### config.mk
export PLATFORM = sky130hd
export DESIGN_NAME = mem_arbiter
export DESIGN_NICKNAME = d
export VERILOG_FILES = /design/src/rtl/mem_pkg.sv /design/src/rtl/mem_arbiter.sv
export SDC_FILE = /design/constraint.sdc
export NUM_CORES = 1
export LEC_CHECK = 0
export CORE_ASPECT_RATIO = 1.4
export CORE_MARGIN = 10
export CORE_UTILIZATION = 43
export DETAILED_ROUTE_END_ITERATION = 6
export PLACE_DENSITY_LB_ADDON = 0.12
export RECOVER_POWER = 25
export SYNTH_ARGS = -nofsm -noshare
export SYNTH_HDL_FRONTEND = slang
export SYNTH_SLANG_ARGS = --single-unit
export TNS_END_PERCENT = 50
### constraint.sdc
create_clock -name clk -period 9.3 [get_ports clk]
set_input_delay 1.395 -clock clk [delete_from_list [all_inputs] [get_ports clk]]
set_output_delay 1.395 -clock clk [all_outputs]
set_load 0.1 [all_outputs]
### src/rtl/mem_pkg.sv
// mem_pkg: shared encodings for the mem_arbiter block.
// Holds the memory write-type codes, the arbiter FSM state type and the
// requester port indices, plus a helper that folds reserved write codes.
package mem_pkg;

    // Memory write-type encoding carried on d_we / m_we
    localparam logic [1:0] MW_NONE  = 2'b00;  // read
    localparam logic [1:0] MW_WORD  = 2'b01;  // write low 32 bits
    localparam logic [1:0] MW_DWORD = 2'b10;  // write all 64 bits

    // Arbiter sequencing states
    typedef enum logic [1:0] {
        ST_IDLE   = 2'd0,
        ST_ACCESS = 2'd1,
        ST_DONE   = 2'd2
    } state_t;

    // Requester indices used for the grant and round-robin pointer
    localparam logic PORT_I = 1'b0;  // instruction fetch
    localparam logic PORT_D = 1'b1;  // data

    // The reserved code 2'b11 behaves as a read, so it is folded to MW_NONE
    // before it ever reaches the memory port.
    function automatic logic [1:0] mw_norm(input logic [1:0] we);
        return ((we == MW_WORD) || (we == MW_DWORD)) ? we : MW_NONE;
    endfunction

endpackage

### src/rtl/mem_arbiter.sv
// mem_arbiter: two-requester arbiter (instruction fetch + data) in front of
// a single fixed-latency memory port.
//
// Sequence per access: IDLE (grant + latch operands) -> ACCESS for MEM_LAT
// cycles -> DONE (one-cycle ack) -> IDLE.
//
// Configuration macro: ARB_RR_EN
//   defined   : simultaneous requests alternate (round-robin)
//   undefined : data port always wins simultaneous requests
//
// MEM_LAT must be in 1..15 (the access counter is 4 bits wide).
module mem_arbiter #(
    parameter int ADDR_W  = 8,
    parameter int MEM_LAT = 2
) (
    input  logic              clk,
    input  logic              reset,
    // instruction-fetch requester (read-only)
    input  logic              i_req,
    input  logic [ADDR_W-1:0] i_addr,
    output logic [63:0]       i_rdata,
    output logic              i_ack,
    // data requester
    input  logic              d_req,
    input  logic [1:0]        d_we,
    input  logic [ADDR_W-1:0] d_addr,
    input  logic [63:0]       d_wdata,
    output logic [63:0]       d_rdata,
    output logic              d_ack,
    // shared memory port
    output logic [ADDR_W-1:0] m_addr,
    output logic [1:0]        m_we,
    output logic [63:0]       m_wdata,
    input  logic [63:0]       m_rdata,
    // status
    output logic              busy
);
    import mem_pkg::*;

    // Counter load value: ACCESS spans MEM_LAT cycles, counting down to 0
    localparam logic [3:0] LAT_M1 = 4'(MEM_LAT - 1);

    // ------------------------------------------------------------------
    // Registers
    // ------------------------------------------------------------------
    state_t            r_state;
    logic [3:0]        r_cnt;
    logic              r_grant;
    logic [1:0]        r_we;
    logic [ADDR_W-1:0] r_addr;
    logic [63:0]       r_wdata;
    logic [63:0]       r_i_rdata;
    logic [63:0]       r_d_rdata;
`ifdef ARB_RR_EN
    logic              r_rr_ptr;   // port that wins the next tie
`endif

    // ------------------------------------------------------------------
    // Combinational signals
    // ------------------------------------------------------------------
    state_t            w_state_nxt;
    logic              w_any_req;
    logic              w_grant_sel;
    logic              w_first;
    logic              w_last;
    logic [1:0]        w_m_we;
    logic              w_busy;
    logic              w_i_ack;
    logic              w_d_ack;

    assign w_any_req = i_req | d_req;
    assign w_first   = (r_state == ST_ACCESS) && (r_cnt == LAT_M1);
    assign w_last    = (r_state == ST_ACCESS) && (r_cnt == 4'd0);

    // Choose which requester is granted if the FSM grants this cycle
    always_comb begin
        // NOTE: every combinational output gets a default first so no path
        // through the block leaves it unassigned (which would infer a latch).
        w_grant_sel = PORT_D;
        if (i_req && d_req) begin
`ifdef ARB_RR_EN
            w_grant_sel = r_rr_ptr;
`else
            w_grant_sel = PORT_D;
`endif
        end else if (i_req) begin
            w_grant_sel = PORT_I;
        end
    end

    // Next-state and output decode for the access sequencer
    always_comb begin
        w_state_nxt = r_state;
        w_m_we      = MW_NONE;
        w_busy      = 1'b1;
        w_i_ack     = 1'b0;
        w_d_ack     = 1'b0;
        unique case (r_state)
            ST_IDLE: begin
                w_busy = 1'b0;
                if (w_any_req) begin
                    w_state_nxt = ST_ACCESS;
                end
            end
            ST_ACCESS: begin
                // write strobe only on the first ACCESS cycle
                if (w_first) begin
                    w_m_we = r_we;
                end
                if (w_last) begin
                    w_state_nxt = ST_DONE;
                end
            end
            ST_DONE: begin
                w_i_ack     = (r_grant == PORT_I);
                w_d_ack     = (r_grant == PORT_D);
                w_state_nxt = ST_IDLE;
            end
            default: begin
                w_state_nxt = ST_IDLE;
            end
        endcase
    end

    // State register; reset aborts any access in flight without an ack
    always_ff @(posedge clk or posedge reset) begin
        // NOTE: sequential state uses non-blocking assignments so every
        // register samples the pre-edge values of the others.
        if (reset) begin
            r_state <= ST_IDLE;
        end else begin
            r_state <= w_state_nxt;
        end
    end

    // Access-length down-counter: loaded on grant, decremented through ACCESS
    always_ff @(posedge clk or posedge reset) begin
        if (reset) begin
            r_cnt <= 4'd0;
        end else if ((r_state == ST_IDLE) && w_any_req) begin
            r_cnt <= LAT_M1;
        end else if ((r_state == ST_ACCESS) && (r_cnt != 4'd0)) begin
            r_cnt <= r_cnt - 4'd1;
        end
    end

    // Latch the granted requester's operands; they drive the memory port
    // unchanged until the next grant
    always_ff @(posedge clk or posedge reset) begin
        if (reset) begin
            r_grant <= PORT_D;
            r_we    <= MW_NONE;
            r_addr  <= '0;
            r_wdata <= '0;
        end else if ((r_state == ST_IDLE) && w_any_req) begin
            r_grant <= w_grant_sel;
            if (w_grant_sel == PORT_D) begin
                r_we    <= mw_norm(d_we);
                r_addr  <= d_addr;
                r_wdata <= d_wdata;
            end else begin
                // fetches are reads; write data is left as it was
                r_we    <= MW_NONE;
                r_addr  <= i_addr;
            end
        end
    end

    // Capture read data into the granted port's register on the last
    // ACCESS cycle; writes leave both read-data registers untouched
    always_ff @(posedge clk or posedge reset) begin
        if (reset) begin
            r_i_rdata <= '0;
            r_d_rdata <= '0;
        end else if (w_last && (r_we == MW_NONE)) begin
            if (r_grant == PORT_I) begin
                r_i_rdata <= m_rdata;
            end else begin
                r_d_rdata <= m_rdata;
            end
        end
    end

`ifdef ARB_RR_EN
    // Round-robin pointer: after any grant the other port gets priority
    always_ff @(posedge clk or posedge reset) begin
        if (reset) begin
            r_rr_ptr <= PORT_D;
        end else if ((r_state == ST_IDLE) && w_any_req) begin
            r_rr_ptr <= ~w_grant_sel;
        end
    end
`endif

    // ------------------------------------------------------------------
    // Outputs
    // ------------------------------------------------------------------
    assign m_addr  = r_addr;
    assign m_wdata = r_wdata;
    assign m_we    = w_m_we;
    assign i_rdata = r_i_rdata;
    assign d_rdata = r_d_rdata;
    assign i_ack   = w_i_ack;
    assign d_ack   = w_d_ack;
    assign busy    = w_busy;

endmodule

==> results of run 1 <==
==> cell usage in the layout, fill, tap and decap left out, types with 3 or more instances in the layout <==
| cell type | n |
|---|---|
| clkbuf_16 | 21 |
| clkbuf_1 | 3 |
| nand2_1 | 3 |
| mux2_1 | 17 |
| clkdlybuf4s50_1 | 353 |
| mux2_4 | 43 |
| ha_1 | 3 |
| buf_4 | 3 |
| inv_1 | 5 |
| nor2_1 | 3 |
| mux2_2 | 133 |
| dfrtp_1 | 208 |
| o22ai_1 | 9 |
| clkinv_2 | 3 |
| o21ai_0 | 19 |
| clkbuf_8 | 4 |
==> metal layers <==
layer | vias to the layer above | wire, µm
met5 | - | 0
met4 | 0 | 692
met3 | 38 | 3086
met2 | 254 | 12140
met1 | 2726 | 8578
li1 | 2468 | -
==> synth_stat cells <==
cell type and n:
dfrtp_1 208, mux2_2 133, mux2_4 60, o21ai_0 19
buf_6 12, o22ai_1 9, buf_2 8, inv_1 6
clkbuf_1 3, ha_1 3, nor2_1 3, nor3b_1 3
a32o_1 2, and4b_1 2, nand2_1 2, or2_2 2
or3b_2 2, a21boi_0 1, a21o_1 1, and3b_2 1
buf_4 1, dfstp_2 1, mux2i_1 1, nand2_2 1
nand2b_1 1, nand3_4 1, nand3b_1 1, nor2b_1 1
nor3_1 1, nor3b_2 1, nor4b_1 1, nor4b_4 1
o221ai_1 1, or2b_1 1
==> stage by stage <==
step                      std cells  utilization, %
after detailed placement       1075           62.89
after floorplan                 494               -
after global placement         1075           62.89
after CTS                      1110           66.36
final                          1111           65.97
after global routing           1111           65.97
==> cells by family after synthesis <==
| kind of cell | Yosys count |
|---|---|
| AND/OR/NAND/NOR | 25 |
| AO/OA/AOI/OAI | 33 |
| flip-flops | 209 |
| multiplexers | 194 |
| buffers and inverters | 30 |
| adder cells (fa/ha/maj) | 3 |
==> state kept, by name, indices dropped and copies added (netlist names) <==
signal	flops
m_wdata	64
i_rdata	64
r_we	2
r_state	2
d_rdata	64
r_cnt	4
m_addr	8
r_grant	1
==> path summary, 6_finish.rpt <==
| path | start | to | slack (ps) |
|---|---|---|---|
| max reg2reg | r_cnt[0]$_DFFE_PP0P_ | i_rdata[60]$_DFFE_PP0P_ | 6330 |
| max | reset | d_rdata[29]$_DFFE_PP0P_ | 3570 |
| min reg2reg | i_rdata[58]$_DFFE_PP0P_ | i_rdata[58]$_DFFE_PP0P_ | 490 |
| max in group clk | r_state[0]$_DFFE_PP0P_ | m_we[0] | 5190 |
| min | i_rdata[58]$_DFFE_PP0P_ | i_rdata[58]$_DFFE_PP0P_ | 490 |
| min in group asynchronous | reset | m_wdata[25]$_DFFE_PP0P_ | 3020 |
==> cell type report <==
type	instances	area share (%)
clock inverters	7	0.5669
repair buffers	357	28.35
multi-input cells	255	22.12
well taps	248	2.467
clock buffers	28	4.705
diodes	1	0.01989
inverters	6	0.1890
flip-flops and latches	209	41.59
==> worst max-delay path: stages <==
cell	delay (ps)
clkdlybuf4s50_1	410
clkinvlp_2	3160
buf_4	1120
==> impl_metrics.ini, run 1 <==
[drt]
num_vias = 5486
vias_per_cell = 4.938
drc = 0
ant_nets = 0
avgRoutedWirePerCell_um = 22.05
first_iter_violations = 185
routed_wl_um = 24500
dr.pass1.iters = 4

[global_routing]
busiest_layer = met2
met3_usage_pct = 9.183
grt_pass1_vias = 6415
grt_max_degree = 134
track_usage_pct = 18.84
grt_util_met2_pct = 31.69
grt_pass1_wl_um = 37120
grt-ovfl-total = 0
grt_use_met1_pct = 20.24
antenna_found_initial = 1

[worst_setup_path]
critPathRequiredTime_ps = 9770
setup.worst_path.start_class = input port
crit_arrival_ps = 6210
r2r_cells = 6
endpoint_kind = async pin
crit_fanout = 133
path_class = in -> async

[yosys]
synthAdderAreaFrac_pct = 0.4527
syn_nets = 647
synth_seq_cells = 209
ys.warnings.count = 0
synthDominantCellAreaShare_pct = 62.77
synthTopCellsByArea = dfrtp_1, mux2_2, mux2_4
postSynthCellCount = 494
synth.distinct_cells = 34
yosys.area.top_type = dfrtp_1
synth_compound_area_share_pct = 2.354
netlist_area_mm2 = 0.008292
synthXorXnorAreaFrac_pct = 0
yosysSeqAreaShare_pct = 63.09
postSynthAreaPerCell_um2 = 16.78
synth-simple-area-share_pct = 2.445
synth_top_family_by_area = multiplexers
synthMuxAreaShare_pct = 29.05

[sta]
hold_slack_ps = 489.4
clock.fmax_mhz = 174.4
fin_setup_tns_ps = 0
max_slew_margin_pct = -283.9
min_period_ps = 5735
finalSetupViolCount = 0
worstMarginPinSlew_ps = 5726
finalHoldViolCount = 0
setup_ws_ps = 3565
fin_worst_skew_ps = 8.723
finalCritPeriodShare_pct = 61.66
finalMaxSlewViolations = 134
rsz0062_at_grt = no

[floorplanning]
initial_utilization_pct = 43.48
die_height_um = 184.3
io_pins = 355
die_x_um = 137.4
dieArea_mm2 = 0.02532
row_count = 60
core_area_mm2 = 0.01907

[cts]
cts_resized = 0
clockBufferDepth = 3
post_cts_buffers = 0
clk_latency_ps = 490
tritoncts = yes
htree_levels = 1
cts-root-buf = clkbuf_16
cts.sinks = 209
clkTransAtPathRegs_ps = 60
cts_buffers = 21
postCtsHoldBufs = 0

[cells_and_area]
area_delta_synth_final_pct = 51.71
drive_gt1_share_pct = 25.75
multi_input_area_mm2 = 0.002783
postLayoutCellArea_mm2 = 0.01258
regArea_mm2 = 0.005231
final_nets = 1003
n_fill_cell = 1401

[place]
hpwl_um = 18590
gp_congestion = 0.7831
io_buffers = 354
place_area_mm2 = 0.01199
pre_cts_ws_ps = 5409

[worst_hold_path]
hold_path.class = reg -> reg
hold_depth = 1

[status]
status = finished, violations left
violations = max-capacitance violations, max-slew violations

[run]
cap_violations = 1
Power of run 1 is not shown: default switching activity piles up to over one toggle a cycle in this logic, so the estimate is an artifact.
==> inputs of run 2 (changes only) <==
==> constraint.sdc (replaced) <==
create_clock -name clk -period 5.3 [get_ports clk]
set_input_delay 0.795 -clock clk [delete_from_list [all_inputs] [get_ports clk]]
set_output_delay 0.795 -clock clk [all_outputs]
set_load 0.1 [all_outputs]
==> run 2 against run 1 <==
Effect of this change: the flow still finishes with violations (max-capacitance violations, max-slew violations); routed wire length is 1.3% higher; final area about the same; clock skew grew 4.7 ps.
==> impl_metrics.ini, run 2 (synthesis gave the netlist of run 1 again) <==
[global_routing]
track_usage_pct = 18.99
grt_pass1_vias = 6333
grt_max_degree = 113
antenna_found_initial = 2
grt-ovfl-total = 0
grt_pass1_wl_um = 37580

[floorplanning]
die_x_um = 137.4
die_height_um = 184.3
row_count = 60
core_area_mm2 = 0.01907
io_pins = 355
dieArea_mm2 = 0.02532
initial_utilization_pct = 43.48

[cts]
post_cts_buffers = 0
clkTransAtPathRegs_ps = 70
tritoncts = yes
cts.sinks = 209
clk_latency_ps = 490
htree_levels = 1
postCtsHoldBufs = 0
cts_buffers = 21
cts_resized = 0
cts-root-buf = clkbuf_16
clockBufferDepth = 3

[place]
gp_congestion = 0.8023
place_area_mm2 = 0.01201
hpwl_um = 18680
pre_cts_ws_ps = 2277
io_buffers = 354

[cells_and_area]
layout_commonest_cell = clkdlybuf4s50_1
n_fill_cell = 1404
postLayoutCellArea_mm2 = 0.01257
fin_util_pct = 65.92
drive_gt1_share_pct = 26.45
layout_common_cells = clkdlybuf4s50_1, dfrtp_1, mux2_2
final_nets = 1004
area_delta_synth_final_pct = 51.59

[sta]
rsz0062_at_grt = no
fin_worst_skew_ps = 13.43
worstMarginPinSlew_ps = 1837
finalCritPeriodShare_pct = 66.75
clock.fmax_mhz = 282.6
finalSetupViolCount = 0
setup_ws_ps = 1762
finalHoldViolCount = 0
finalMaxSlewViolations = 40
fin_setup_tns_ps = 0
max_slew_margin_pct = -23.16
min_period_ps = 3538

[worst_setup_path]
crit_fanout = 9
crit_arrival_ps = 2740
setup.worst_path.start_class = register
slowest_stage = clkdlybuf4s50_1
critPathTopFamily = buffers and inverters
path_class = reg -> out
path_cells = nor3b_2 > and4b_1 > clkdlybuf4s50_1
crit_start = r_state[0]$_DFFE_PP0P_
critPathRequiredTime_ps = 4510
endpoint_kind = output pin
cp_num_buf_inv = 1
r2r-start = r_cnt[0]$_DFFE_PP0P_
critPathMaxStageDelay_ps = 1150

[drt]
vias_per_cell = 4.972
routed.top_layer = met5
dr.pass1.iters = 4
first_iter_violations = 217
wl_met2_um = 12390
wl_met3_um = 3306
avgRoutedWirePerCell_um = 22.34
wl_met1_um = 8485
routed_wl_um = 24820
ant_nets = 0
drc = 0
num_vias = 5524

[worst_hold_path]
hold_path.class = reg -> reg
hp-start = i_rdata[48]$_DFFE_PP0P_

[status]
status = finished, violations left
violations = max-capacitance violations, max-slew violations

[run]
cap_violations = 1
[run 2: cell type report]
cell class                      count  area (µm²)  share of cell area [%]
Antenna cell                        1       2.502                 0.01991
Clock buffer                       28       581.8                   4.629
Clock inverter                      6       36.28                  0.2887
Inverter                            6       23.77                  0.1891
Multi-Input combinational cell    255        2798                   22.26
Sequential cell                   209        5231                   41.62
Tap cell                          248       310.3                   2.469
Timing Repair Buffer              358        3586                   28.53
[run 2: path summary, 6_finish.rpt]
check                      cells after the start  slack (ps)                 endpoint
min                                            1         500  i_rdata[48]$_DFFE_PP0P_
max reg2reg                                    6        2210  i_rdata[20]$_DFFE_PP0P_
min reg2reg                                    1         500  i_rdata[48]$_DFFE_PP0P_
max                                            3        1760                  m_we[0]
max in group asynchronous                      3        2630  d_rdata[47]$_DFFE_PP0P_
min in group asynchronous                      2        1230   d_rdata[8]$_DFFE_PP0P_
[run 2: metal layers]
layer	up-vias	GRT usage, %
li1	2472	-
met1	2760	19.98
met2	254	32.05
met3	36	10.11
met4	2	5.495
met5	-	0
[run 2: worst register-to-register path: stages (launching register included)]
cell and delay, ps:
dfrtp_1 390, inv_1 120, ha_1 230, nor4b_1 570, nand2_1 570, buf_4 580, mux2_4 520
[run 2: through the flow]
step | hold WS, ps | cells
2_1_floorplan | 530.1 | 494
3_3_place_gp | 486.7 | 1076
3_5_place_dp | 491.3 | 1076
4_1_cts | 506.6 | 1110
5_1_grt | 517.6 | 1111
6_report | 503.7 | 1111
Power of run 2 is left out for the same reason.
